### config.mk
export PLATFORM = sky130hd
export DESIGN_NAME = ramspx
export DESIGN_NICKNAME = d
export VERILOG_FILES = /design/src/rtl/ramspx.sv
export SDC_FILE = /design/constraint.sdc
export NUM_CORES = 2
export LEC_CHECK = 0
export ABC_AREA = 1
export BUFFER_PORTS_ARGS = -buffer_cell sky130_fd_sc_hd__buf_4
export CAP_MARGIN = 20
export CELL_PAD_IN_SITES_DETAIL_PLACEMENT = 1
export CELL_PAD_IN_SITES_GLOBAL_PLACEMENT = 2
export CORE_AREA = 2 2 431 433
export CTS_BUF_LIST = sky130_fd_sc_hd__clkbuf_2 sky130_fd_sc_hd__clkbuf_4 sky130_fd_sc_hd__clkbuf_8
export DETAILED_ROUTE_END_ITERATION = 8
export DIE_AREA = 0 0 433 435
export PLACE_DENSITY = 0.87
export SETUP_SLACK_MARGIN = 0.5
export SYNTH_ARGS = -nofsm -noshare
export SYNTH_HDL_FRONTEND = slang
export SYNTH_SLANG_ARGS = --single-unit
### constraint.sdc
create_clock -name clk -period 4.3 [get_ports clk]
set_clock_uncertainty 0.15 [all_clocks]
set_input_delay 0.215 -clock clk [delete_from_list [all_inputs] [get_ports clk]]
set_output_delay 0.215 -clock clk [all_outputs]
set_load 0.03 [all_outputs]
### src/rtl/ramspx.sv
// ramspx: single-port RAM with per-byte write enables, selectable write
// behaviour on dout (read-first / write-first / no-change), an optional
// output register stage and an optional zero-fill sequence after reset.
module ramspx #(
    parameter int DW      = 32,
    parameter int AW      = 6,
    parameter int MODE    = 0,
    parameter int OREG    = 0,
    parameter int CLRINIT = 1
) (
    input  logic            clk,
    input  logic            nreset,
    input  logic            req,
    input  logic            we,
    input  logic [DW/8-1:0] be,
    input  logic [AW-1:0]   addr,
    input  logic [DW-1:0]   din,
    output logic            ready,
    output logic [DW-1:0]   dout,
    output logic            dvalid
);

    localparam int NB     = DW / 8;
    localparam int STAGES = 1 + OREG;

    localparam logic [0:0] CLEAR = 1'b0;
    localparam logic [0:0] RUN   = 1'b1;

    logic [0:0]    state;
    logic [AW-1:0] clr_cnt;
    logic [DW-1:0] mem [2**AW];
    logic [DW-1:0] rword;
    logic [DW-1:0] mword;
    logic          acc;

    // vld_pipe[0] is the accept-time strobe, vld_pipe[STAGES] drives dvalid
    logic [STAGES:0] vld_pipe;
    logic [DW-1:0]   dat_pipe [STAGES:1];

    // ready is gated by nreset so it drops at once even when the reset
    // value of the state is RUN (CLRINIT=0)
    assign ready = nreset && (state == RUN);
    assign acc   = req && ready;
    assign rword = mem[addr];

    // per-byte merge of write data over the current word (write-first view)
    for (genvar i = 0; i < NB; i++) begin : g_lane
        assign mword[8*i +: 8] = be[i] ? din[8*i +: 8] : rword[8*i +: 8];
    end

    // no-change writes produce no result at all
    assign vld_pipe[0] = acc && !(we && (MODE == 2));

    // CLEAR walks the counter over every address, then hands over to RUN
    always_ff @(posedge clk or negedge nreset) begin
        if (!nreset) begin
            state   <= (CLRINIT != 0) ? CLEAR : RUN;
            clr_cnt <= '0;
        end else if (state == CLEAR) begin
            clr_cnt <= clr_cnt + 1'b1;
            if (clr_cnt == {AW{1'b1}})
                state <= RUN;
        end
    end

    // memory array: zero fill while clearing, byte-enabled writes in RUN;
    // contents are deliberately not touched by reset
    always_ff @(posedge clk) begin
        if (state == CLEAR) begin
            mem[clr_cnt] <= '0;
        end else if (acc && we) begin
            for (int i = 0; i < NB; i++)
                if (be[i])
                    mem[addr][8*i +: 8] <= din[8*i +: 8];
        end
    end

    // read pipeline: data stages only load with their valid bit, so dout
    // holds between strobes
    always_ff @(posedge clk or negedge nreset) begin
        if (!nreset) begin
            vld_pipe[STAGES:1] <= '0;
            for (int s = 1; s <= STAGES; s++)
                dat_pipe[s] <= '0;
        end else begin
            vld_pipe[STAGES:1] <= vld_pipe[STAGES-1:0];
            if (vld_pipe[0])
                dat_pipe[1] <= (we && (MODE == 1)) ? mword : rword;
            for (int s = 2; s <= STAGES; s++)
                if (vld_pipe[s-1])
                    dat_pipe[s] <= dat_pipe[s-1];
        end
    end

    assign dout   = dat_pipe[STAGES];
    assign dvalid = vld_pipe[STAGES];

endmodule

## Word-level counts from Yosys, hierarchy flattened

Memories as Yosys holds them, arrays and structs flattened. A register that Yosys moved wholly into a read port is not among the register bits.
Index checks and enable logic that the tools add are counted.

| cells by class | value |
|---|---|
| reduce and logical (&&, ||, !) cells | 5 |
| equality and inequality tests | 1 |
| mux-type cells | 22 |
| add/sub/neg operators | 1 |

Operators with widths:

| kind | count |
|---|---|
| $mux W32 | 1 |
| $reduce_or A32 Y1 | 1 |
| $mux W1 | 19 |
| $add A6 B1 Y6 const B | 1 |
| $eq A6 B6 Y1 const B | 1 |
| $mux W6 | 1 |
| $mux W4 | 1 |
| $logic_and A1 B1 Y1 | 3 |
| $logic_not A1 Y1 | 1 |

| word-level totals | value |
|---|---|
| bits in writable memories | 2048 |
| output and inout bits | 34 |
| bits in registers | 8 |
| logic and storage cells | 33 |
| input port bits | 46 |
| memories kept | 1 |

Memories:

| name | words | bits a word | read ports | clocked after Yosys merged registers in | wr ports | RTL line | source |
|---|---|---|---|---|---|---|---|
| mem | 64 | 32 | 1 | 1 | 1 | 31 | `logic [DW-1:0] mem [2**AW];` |

## Depth between registers and ports, before layout

| logic depth | value |
|---|---|
| word-level depth | 8 |
| gate-level depth with buffers | 13 |
| mapped depth without buffers | 11 |

## Worst setup path before layout

OpenSTA, ideal clock, no wires.

| timing | value |
|---|---|
| path type | reg2reg |
| from | reg state |
| to | mem mem[0][10] (data pin) |
| data required time | 3.650 ns |
| buffers on the path | 2 |
| setup time | 0.500 ns |
| data arrival time | 2.759 ns |
| period minus slack after synthesis | 3.409 ns |
| stages on the path, launching flop included | 9 |
| setup slack | 0.891 ns |
| cell sequence | dfrtp_1 buf_4 nand3_2 nor2_4 o21ai_1 nand2_2 inv_1 buf_1 nor2_1 |

| on the way | value |
|---|---|
| longest elaborated chain between the ends | 8 |
| elaborated cells between the ends (all ways) | 17 |
| those cells by class | 13 x mux; 4 x reduce/logical |

RTL lines:

| element | RTL line | source |
|---|---|---|
| start: declaration | 29 | `logic [0:0] state;` |
| start signal: assignment | 57 | `state <= (CLRINIT != 0) ? CLEAR : RUN;` |
| $logic_and A1 B1 Y1 | 42 | `assign ready = nreset && (state == RUN);` |
| $logic_and A1 B1 Y1 | 43 | `assign acc = req && ready;` |
| $logic_and A1 B1 Y1 | 71 | `end else if (acc && we) begin` |
| $mux W1 | 71 |  |
| $mux W1 | 69 | `if (state == CLEAR) begin` |
| $mux W1 (not written as such) | 74 | `mem[addr][8*i +: 8] <= din[8*i +: 8];` |
| $reduce_or A32 Y1 (no line) * | -- |  |
| $mux W32 (no line) * | -- |  |
| end: declaration | 31 |  |

Every way passes the cells marked *; elsewhere a longest branch is shown, timed or not.

## Worst setup path after layout

| timing | value |
|---|---|
| from | reg state |
| to | mem mem[32][5], enable pin |

| on the way | value |
|---|---|
| longest elaborated chain between the ends | 8 |
| elaborated cells between the ends (all ways) | 19 |
| those cells by class | 15 x mux; 4 x reduce/logical |

RTL lines:

| element | RTL line |
|---|---|
| $logic_and A1 B1 Y1 | 42 |
| $logic_and A1 B1 Y1 | 43 |
| $logic_and A1 B1 Y1 | 71 |
| $mux W1 | 71 |
| $mux W1 | 69 |
| $mux W1 (not written as such) | 74 |
| $reduce_or A32 Y1 (no line) | -- |
| $mux W6 (no line) or $mux W4 (tied branches) | -- |

Parallel ways exist; a longest one is shown, timed or not.

==> impl_metrics.ini <==
[pwr]
p_sw_share_pct = 23.1
internal-power_uw = 31700
leakage_uw = 0.0340
ir_drop_v = 0.000329
comb_power_share_pct = 5.4
switching_power_uw = 9520
power.density_nw_per_um2 = 427
power_frac_seq_pct = 53.4
clkPwrFrac_pct = 41.2

[global_routing]
overflow = 0
antenna_found_initial = 6
grt_max_degree = 131
grt_pass1_wl_um = 404000
grt_pass1_vias = 62300
grtUsageTotal_pct = 28.8

[worst_setup_path]
cp_max_fo = 16
ff2ff_path_depth = 10
setup.worst_path.end_class = flop
timing.rr.end = mem[32][5]$_DFFE_PP_
critPathKind = reg2reg
reg2reg_from = state$_DFF_PN0_
worstPathArrival_ps = 4500
cp-startpoint = state$_DFF_PN0_
cp_data_required_time_ps = 4830
rrSetupSlack_ps = 330
critPathLaunchType = flop

[die]
start_util_pct = 45.8
rows = 158
die-area_um2 = 188000
io_pins = 80
die_h_um = 435
core_area_um2 = 184000
fp.dieW_um = 433

[sta]
rsz0062_at_grt = true
setup_slack_ps = 332
holdWs_ps = 66.3
finalSetupViolations = 0
clock.fmax_ghz = 0.252
fin_tns_setup_ps = 0
finalCritPeriodShare_pct = 92.3
final_hold_viol_count = 0
tightest_slew_ps = 1210
slew_headroom_pct = 19.4
final_max_slew_viol_count = 0
min_period_ps = 3970

[finish]
layout_common_cells = 2167 x nand2_1, 2048 x edfxtp_1, 2018 x nand3_1
fillCellCount = 18900
nets = 7500
drive_gt1_share_pct = 14.1
regArea_um2 = 62500
utilization_pct = 52.4
multi_input_area_um2 = 20500
syn_to_final_growth_pct = 14.5
layout_commonest_cell = nand2_1

[clocking]
insertion_delay_ps = 1060
root_buffer = clkbuf_8
clockBufferDepth = 4
cts_buffers = 348
clock_sinks = 2088
cts_tree = yes
clkSlewWorstSetupHoldPaths_ps = 60
cts_htree_levels = 5

[routing]
vias_per_cell = 5.80
drt_iter0_markers = 6459
wl_per_cell_um = 26.8
drc = 0
first_pass_iters = 7
vias = 59100
ant_nets = 0
wirelength_um = 273000

[hold_path]
hold_start = addr[0]
worstHoldPathType = in2reg
min_to = dout[13]$_DFFE_PN0N_
whs_path_depth = 9

[outcome]
status = complete, no violations

[logic_synthesis]
synth_cell_types = 24
synth_nets = 7217
avgSynthCellArea_um2 = 11.8
synth_warnings = 0
ys_ff_latch = 2088
yosysSeqAreaShare_pct = 74.2
synth_cells = 7170
synthesis.area_um2 = 84300

[job]
maxCapViolCount = 0

[placed_design]
io_buffers = 79
dp_hpwl_um = 164000
place_congestion = 0.875
place_ws_ps = 173
## how the worst max path moves through the flow
stage	to	slack, ps	cells after the start
3_5_place_dp	mem[44][20]$_DFFE_PP_	170	10
2_1_floorplan	mem[0][10]$_DFFE_PP_	890	8
3_3_place_gp	mem[45][21]$_DFFE_PP_	280	10
4_1_cts	mem[45][12]$_DFFE_PP_	360	10
6_report	mem[32][5]$_DFFE_PP_	330	10
5_1_grt	mem[32][25]$_DFFE_PP_	240	10
## metal layers
layer  vias to the layer above  share of wire (%)  global-route usage (%)  wire length, um
li1                      26000                  -                       -                -
met1                     30100                 39                    37.5           107000
met2                      2533                 48                    46.7           131000
met3                       574                7.7                    5.54            20900
met4                         4                4.8                    13.4            13100
met5                         -             0.0084                       0               23
## synth_stat cells, drive strengths merged
cell | instances | area (um^2)
a21oi | 4 | 20.0
dfrtp | 40 | 1000
buf | 93 | 380
nand2 | 2202 | 8270
clkinv | 1 | 3.75
o21ai | 10 | 57.6
nand3 | 2019 | 10100
ha | 1 | 12.5
inv | 52 | 195
nor2 | 306 | 1210
xor2 | 4 | 35.0
nor3 | 1 | 5.00
xnor2 | 1 | 8.76
clkbuf | 388 | 1460
edfxtp | 2048 | 61500
## state kept, by name, summed over array words and instances, names as in the netlist
signal	flops
clr_cnt	6
state	1
dout	32
dvalid	1
mem	2048
## critical path, cell delays in order (launching register included)
cell and delay (ps):
dfrtp_1 500, nand3_2 170, nor2_4 280, o21ai_1 170, nand2_2 320, nand2_1 100
o21ai_1 160, nand2_1 160, nor2_2 370, nand2_1 610, nor2_2 610
## cells by family after synthesis
group	share of synthesized area [%]
buffers and inverters	2.42
AND/OR/NAND/NOR	23.2
AO/OA/AOI/OAI	0.0921
adder cells (fa/ha/maj)	0.0148
XOR/XNOR	0.0520
flip-flops	74.2
## repair_timing
action,in CTS,in global routing
hold buffers,47,0
hold endpoints to repair,2315,0
cloned,0,0
resized for setup,60,118
pin swaps,0,0
buffers inserted,0,4
endpoints found under the setup margin,510,1246
## stage by stage
step / instance area [um^2] / power (uW) / instances
after floorplan: 84300 / 23800 / 7170
after global placement: 88900 / 24500 / 9532
after detailed placement: 88900 / 24600 / 9532
after CTS: 96100 / 41400 / 10200
after global routing: 96500 / 42400 / 10200
final: 96500 / 41200 / 10200
## final cells by class
cell class                      instances  area share (%)
Antenna cell                            3         0.00778
Clock buffer                          468            5.98
Clock inverter                        132           0.763
Inverter                               53           0.241
Multi-Input combinational cell       4548            21.3
Sequential cell                      2088            64.8
Tap cell                             2480            3.22
Timing Repair Buffer                  414            3.71
## power by group through the flow
stage / combinational (uW) / sequential (uW) / clock (uW)
after CTS: 2200 / 22000 / 17200
after floorplan: 1340 / 22400 / 0
after detailed placement: 2160 / 22400 / 0
final: 2220 / 22000 / 17000
after global routing: 2420 / 22000 / 18000
after global placement: 2080 / 22400 / 0
No activity file was read; power rests on OpenSTA's default activity.
